### src/rtl/aud_dsp_pkg.sv
// Shared types and default widths for the sample-playback DSP.
// The config struct is what gets frozen while a clip is playing.
package aud_dsp_pkg;

  localparam int unsigned DefDataW  = 16;
  localparam int unsigned DefAddrW  = 20;
  localparam int unsigned DefSpeedW = 3;

  // Widest SPEED_W the config struct can carry.
  localparam int unsigned CfgSpeedW = 8;

  typedef enum logic [2:0] {
    StIdle,
    StPause,
    StWait,
    StRd0,
    StRd1,
    StCalc
  } state_e;

  typedef struct packed {
    logic [CfgSpeedW-1:0] speed;
    logic                 is_slow;
    logic                 interp;
    logic                 reverse;
    logic                 loop;
  } cfg_t;

endpackage

### src/rtl/aud_interp.sv
// Linear interpolation between two neighbouring samples:
// s0 + trunc((s1 - s0) * k / N), with the divide rounding toward zero.
module aud_interp #(
  parameter int unsigned DATA_W  = 16,
  parameter int unsigned SPEED_W = 3
) (
  input  logic signed [DATA_W-1:0]  i_s0,
  input  logic signed [DATA_W-1:0]  i_s1,
  input  logic        [SPEED_W-1:0] i_k,
  input  logic        [SPEED_W:0]   i_n,
  output logic signed [DATA_W-1:0]  o_sample
);

  localparam int unsigned DiffW = DATA_W + 1;
  localparam int unsigned ProdW = DATA_W + SPEED_W + 2;

  logic signed [DiffW-1:0] w_diff;
  logic signed [ProdW-1:0] w_prod;
  logic signed [ProdW-1:0] w_quot;
  logic signed [ProdW-1:0] w_sum;

  always_comb begin
    w_diff = {i_s1[DATA_W-1], i_s1} - {i_s0[DATA_W-1], i_s0};
    w_prod = ProdW'(w_diff) * $signed(ProdW'(i_k));
    w_quot = w_prod / $signed(ProdW'(i_n));
    // Result is bounded by s0 and s1, so truncation back to DATA_W is exact.
    w_sum    = w_quot + ProdW'(i_s0);
    o_sample = DATA_W'(w_sum);
  end

endmodule

### src/rtl/aud_dsp_param.sv
// Sample playback engine: reads a recorded clip from SRAM one sample per DAC
// LR-clock fall, with variable speed, interpolation, reverse, loop and pause.
module aud_dsp_param
  import aud_dsp_pkg::*;
#(
  parameter int unsigned DATA_W  = DefDataW,
  parameter int unsigned ADDR_W  = DefAddrW,
  parameter int unsigned SPEED_W = DefSpeedW
) (
  input  logic               i_clk,
  input  logic               i_rst,
  input  logic               i_start,
  input  logic               i_pause,
  input  logic               i_stop,
  input  logic [SPEED_W-1:0] i_speed,
  input  logic               i_is_slow,
  input  logic               i_interp,
  input  logic               i_reverse,
  input  logic               i_loop,
  input  logic               i_daclrck,
  input  logic [DATA_W-1:0]  i_sram_data,
  input  logic [ADDR_W-1:0]  i_sram_stop_addr,
  output logic [DATA_W-1:0]  o_dac_data,
  output logic               o_dac_valid,
  output logic               o_is_pause,
  output logic               o_done,
  output logic [ADDR_W-1:0]  o_sram_addr
);

  state_e                    r_state;
  cfg_t                      r_cfg;
  cfg_t                      w_cfg_in;
  logic [ADDR_W-1:0]         r_base;
  logic [ADDR_W-1:0]         r_sram_addr;
  logic [SPEED_W-1:0]        r_k;
  logic signed [DATA_W-1:0]  r_s0;
  logic signed [DATA_W-1:0]  r_dac_data;
  logic                      r_dac_valid;
  logic                      r_done;
  logic                      r_pause_pend;
  logic                      r_lrck_prev;

  logic                      w_fall;
  logic                      w_k_wrap;
  logic                      w_end;
  logic [SPEED_W:0]          w_n;
  logic [SPEED_W-1:0]        w_k_next;
  logic [ADDR_W:0]           w_step;
  logic [ADDR_W:0]           w_fwd_sum;
  logic [ADDR_W:0]           w_rev_diff;
  logic [ADDR_W-1:0]         w_base_next;
  logic [ADDR_W-1:0]         w_nbr;
  logic signed [DATA_W-1:0]  w_interp;
  logic signed [DATA_W-1:0]  w_sample;

  always_comb begin
    w_cfg_in = '{
      speed:   CfgSpeedW'(i_speed),
      is_slow: i_is_slow,
      interp:  i_interp,
      reverse: i_reverse,
      loop:    i_loop
    };

    w_fall   = r_lrck_prev & ~i_daclrck;
    w_n      = (SPEED_W+1)'(r_cfg.speed) + (SPEED_W+1)'(1);
    w_k_wrap = (CfgSpeedW'(r_k) == r_cfg.speed);

    // Fast mode jumps N words; slow mode moves one word every N outputs.
    if (r_cfg.is_slow) begin
      w_step   = (ADDR_W+1)'(w_k_wrap);
      w_k_next = w_k_wrap ? '0 : r_k + SPEED_W'(1);
    end else begin
      w_step   = (ADDR_W+1)'(r_cfg.speed) + (ADDR_W+1)'(1);
      w_k_next = '0;
    end

    w_fwd_sum  = {1'b0, r_base} + w_step;
    w_rev_diff = {1'b0, r_base} - w_step;

    if (r_cfg.reverse) begin
      w_end = w_rev_diff[ADDR_W];
    end else begin
      w_end = w_fwd_sum > {1'b0, i_sram_stop_addr};
    end

    if (w_end) begin
      w_base_next = r_cfg.reverse ? i_sram_stop_addr : '0;
    end else if (r_cfg.reverse) begin
      w_base_next = w_rev_diff[ADDR_W-1:0];
    end else begin
      w_base_next = w_fwd_sum[ADDR_W-1:0];
    end

    // Neighbour sits one word ahead in play direction, clamped at the clip edge.
    if (r_cfg.reverse) begin
      w_nbr = (r_base != '0) ? r_base - ADDR_W'(1) : r_base;
    end else begin
      w_nbr = (r_base < i_sram_stop_addr) ? r_base + ADDR_W'(1) : r_base;
    end

    w_sample = (r_cfg.is_slow && r_cfg.interp) ? w_interp : r_s0;
  end

  // s1 is taken straight off the read bus during CALC.
  aud_interp #(
    .DATA_W  (DATA_W),
    .SPEED_W (SPEED_W)
  ) u_interp (
    .i_s0     (r_s0),
    .i_s1     ($signed(i_sram_data)),
    .i_k      (r_k),
    .i_n      (w_n),
    .o_sample (w_interp)
  );

  always_ff @(posedge i_clk) begin
    if (i_rst) begin
      r_state      <= StIdle;
      r_cfg        <= '0;
      r_base       <= '0;
      r_k          <= '0;
      r_s0         <= '0;
      r_pause_pend <= 1'b0;
      r_lrck_prev  <= 1'b0;
      r_dac_data   <= '0;
      r_dac_valid  <= 1'b0;
      r_done       <= 1'b0;
      r_sram_addr  <= '0;
    end else begin
      r_lrck_prev <= i_daclrck;
      r_dac_valid <= 1'b0;
      r_done      <= 1'b0;

      if (i_stop) begin
        r_state      <= StIdle;
        r_pause_pend <= 1'b0;
        r_sram_addr  <= '0;
      end else begin
        unique case (r_state)
          StIdle: begin
            r_sram_addr  <= '0;
            r_pause_pend <= 1'b0;
            if (i_start) begin
              r_state <= StWait;
              r_cfg   <= w_cfg_in;
              r_base  <= i_reverse ? i_sram_stop_addr : '0;
              r_k     <= '0;
            end
          end

          StPause: begin
            if (i_pause) begin
              r_state <= StWait;
              r_cfg   <= w_cfg_in;
            end
          end

          StWait: begin
            if (i_pause || r_pause_pend) begin
              r_state      <= StPause;
              r_pause_pend <= 1'b0;
            end else if (w_fall) begin
              r_state     <= StRd0;
              r_sram_addr <= r_base;
            end
          end

          StRd0: begin
            if (i_pause) r_pause_pend <= 1'b1;
            r_state     <= StRd1;
            r_sram_addr <= w_nbr;
          end

          StRd1: begin
            if (i_pause) r_pause_pend <= 1'b1;
            r_s0    <= i_sram_data;
            r_state <= StCalc;
          end

          StCalc: begin
            if (i_pause) r_pause_pend <= 1'b1;
            r_dac_data  <= w_sample;
            r_dac_valid <= 1'b1;
            r_k         <= w_k_next;
            r_base      <= w_base_next;
            if (w_end && !r_cfg.loop) begin
              r_done       <= 1'b1;
              r_state      <= StIdle;
              r_pause_pend <= 1'b0;
            end else begin
              r_state <= StWait;
            end
          end

          default: r_state <= StIdle;
        endcase
      end
    end
  end

  assign o_dac_data  = r_dac_data;
  assign o_dac_valid = r_dac_valid;
  assign o_is_pause  = (r_state == StPause);
  assign o_done      = r_done;
  assign o_sram_addr = r_sram_addr;

endmodule

### config.mk
export PLATFORM = sky130hd
export DESIGN_NAME = aud_dsp_param
export DESIGN_NICKNAME = d
export VERILOG_FILES = /design/src/rtl/aud_dsp_pkg.sv /design/src/rtl/aud_interp.sv /design/src/rtl/aud_dsp_param.sv
export SDC_FILE = /design/constraint.sdc
export NUM_CORES = 1
export LEC_CHECK = 0
export CORE_ASPECT_RATIO = 1.25
export CORE_MARGIN = 10
export CORE_UTILIZATION = 35
export DETAILED_ROUTE_END_ITERATION = 10
export PLACE_DENSITY = 0.62
export SYNTH_ARGS = -nofsm -noshare
export SYNTH_HDL_FRONTEND = slang
export SYNTH_SLANG_ARGS = --single-unit
### constraint.sdc
create_clock -name i_clk -period 53.7 [get_ports i_clk]
set_clock_uncertainty 0.2 [all_clocks]
set_input_delay 8.055 -clock i_clk [delete_from_list [all_inputs] [get_ports i_clk]]
set_output_delay 8.055 -clock i_clk [all_outputs]
set_load 0.05 [all_outputs]
==> reports/metrics.yaml <==
crit_fanout: 8
clk_latency_ns: 0.36
wl_um: 67280
drcViolationCount: 0
clkTransAtPathRegs_ns: 0.07
syn_inst: 2646
period_minus_slack_ns: 51.53
ys_types: 125
grtUsageTotal: 0.2006
grt_antenna_before_repair: 0
cts_root_buf: "clkbuf_16"
antennaDiodeCount: 0
synth-simple-area-share: 0.2889
cp_slowest_cell: "or4_4"
slew_violations: 0
die_h_um: 279.4
synthArstFlopShare: 0
finalHoldViolCount: 0
met1_length_um: 27390
synth_nets: 2919
portBuffers: 87
fin_crit_sh: 0.9596
globalplace.congestion: 0.9203
post-synth-top-area-fraction: 0.1348
core-area_um2: 53490
gr-total-overflow: 0
yosys.area.top_type: "ha_1"
setup_viol_count_final: 0
yosys_warnings: 0
wl_per_cell_um: 19.12
top_layer: "met4"
yosysSeqAreaShare: 0.09458
dieWidth_um: 227.5
synth_ff_type: "dfxtp_1"
worstSetupPathType: "input pin to flop"
layout.cells.non_filler: 3518
hpwl_um: 54120
area_growth_pct: 20.47
startpoint_type: "input pin"
cts_tree: "yes"
num_vias: 20859
final_layout_size_suffix_gt1_frac: 0.1627
cp.arrival_ns: 51.60
status: "completed"
design.portCount: 88
cpPeakStageDelay_ns: 0.46
fin_tns_setup_ns: 0
cts.sinks: 89
synth-xor-area-share: 0.07984
fillers: 5419
syn_area_um2: 18840
grt_max_degree: 67
synth_compound_area_frac: 0.2889
worst_slew_pin_slew_ns: 1.198
cpMostUsedCell: "o21a_1"
synthAdderAreaFrac: 0.1577
core.rowCount: 95
htreeDepth: 3
dr.pass1.iters: 6
final_cell_mix: "261 x nor2_1, 236 x nand2_1, 194 x ha_1"
fmax_ghz: 0.01941
clk_path_buf_depth: 2
final_nets: 3107
final_common_cell: "nor2_1"
syn_area_per_cell_um2: 7.119
synth-seq-cells: 89
initialDrtViolationCount: 1518
synth_mux_area_frac: 0.03925
routed-wl-met2_um: 34690
ant_nets: 0
cts_hold_buf: 0
slew_headroom: 0.2004
placedCellCount: 3445
synth_edf_count: 0
min_path_type: "flop to flop"
routed_via_density: 5.929
cts_made_buffers: 9
crit_required_ns: 53.77
endpoint_kind: "flop"
yosys-top-cells-area: "ha_1 13%, dfxtp_1 9.5%, nor2_1 5.7%"
dr_wl_met3_um: 2423
dieArea_um2: 63560
grt_pass1_vias: 20250
grt_pass1_wl_um: 105500
fin_util: 0.4243
start_util: 0.3522
synth_top_family_by_area: "simple AND/OR/NAND/NOR gates"
drv_cap: 0
## flip-flops by register name (all words and copies together) (netlist names)
name	flops
r_s0	16
r_k	3
o_dac_data	16
r_base	20
o_done	1
r_cfg	7
o_dac_valid	1
r_state	3
o_sram_addr	20
r_lrck_prev	1
r_pause_pend	1
## worst paths after layout
check | from | slack, ns | end | cells after the start
hold reg to reg | r_s0[15] | 0.26 | r_s0[15] | 2
setup / recovery | i_sram_data[0] | 2.17 | o_dac_data[15] | 242
setup reg to reg | r_s0[1] | 9.67 | o_dac_data[15] | 238
hold / removal | r_s0[15] | 0.26 | r_s0[15] | 2
## critical path, delay by kind of cell
family                     cells  cell delay, ns
xor gates and xnor gates       1            0.26
and+or+nand+nor               79           13.02
buffers and inverters         13            1.58
AOI/OAI and AO/OA            112           18.46
adders and majority gates     28            7.78
muxes                          9            2.37
## per-stage QoR
step / area (µm²) / hold slack (ns) / setup slack (ns)
floorplan: 18990 / 0.2363 / 0.01499
global placement: 21310 / 0.2450 / 0.3650
detailed placement: 21310 / 0.2557 / -1.226
CTS: 21700 / 0.2653 / 0.03855
global route: 22690 / 0.2904 / -0.5342
finish: 22690 / 0.2613 / 2.172
## cell families (layout without fill, tap and decap cells)
group,count (synthesis),count (layout)
AOI/OAI and AO/OA,773,773
and+or+nand+nor,1079,1079
buffers and inverters,245,438
xor gates and xnor gates,170,170
DFF,89,89
muxes,65,65
adders and majority gates,225,225
## Yosys cell counts, drive strengths merged, types with 8 or more instances
master,count
or4,14
nor4,23
a31oi,22
a2111oi,12
a41o,8
nor2b,33
clkbuf,80
a21o,61
or3,41
mux2,32
dfxtp,89
o21ai,141
ha,203
or2,27
o22ai,11
fa,21
and2,57
buf,21
o31ai,26
o31a,10
inv,144
a211oi,42
nand2,248
xor2,60
nor3,106
mux2i,33
o211a,10
nor3b,13
nand4,39
o211ai,46
a311oi,10
and3,33
nor2,290
a21boi,15
and4,11
a21oi,178
xnor2,110
nand2b,31
nand3,86
a22oi,22
o21a,51
a2bb2oi,8
a211o,11
o21bai,14
## final cells by class
type / count / area, µm² / share of cell area
tap: 679 / 849.6 / 0.03744
multi-input combinational: 2312 / 16940 / 0.7464
sequential: 89 / 1782 / 0.07851
clock inverter: 5 / 40.04 / 0.001764
clock buffer: 11 / 232.7 / 0.01025
inverter: 144 / 540.5 / 0.02382
timing repair buffer: 278 / 2311 / 0.1018
## layer usage
metal,GRT usage,up-vias
met4,0.08333,0
met3,0.01549,151
met5,0,-
li1,-,10125
met2,0.3791,580
met1,0.2245,10003
## timing repair
action / CTS / global route
setup buffers: 4 / 52
endpoints found under the hold margin: 0 / 0
endpoints found under the setup margin: 1 / 15
cloned: 0 / 1
pin swaps: 3 / 76
gates resized for setup: 18 / 136
Power is left out: the tool's default activity adds up to more than one toggle a clock period on the data nets, which glitch-free logic cannot reach.
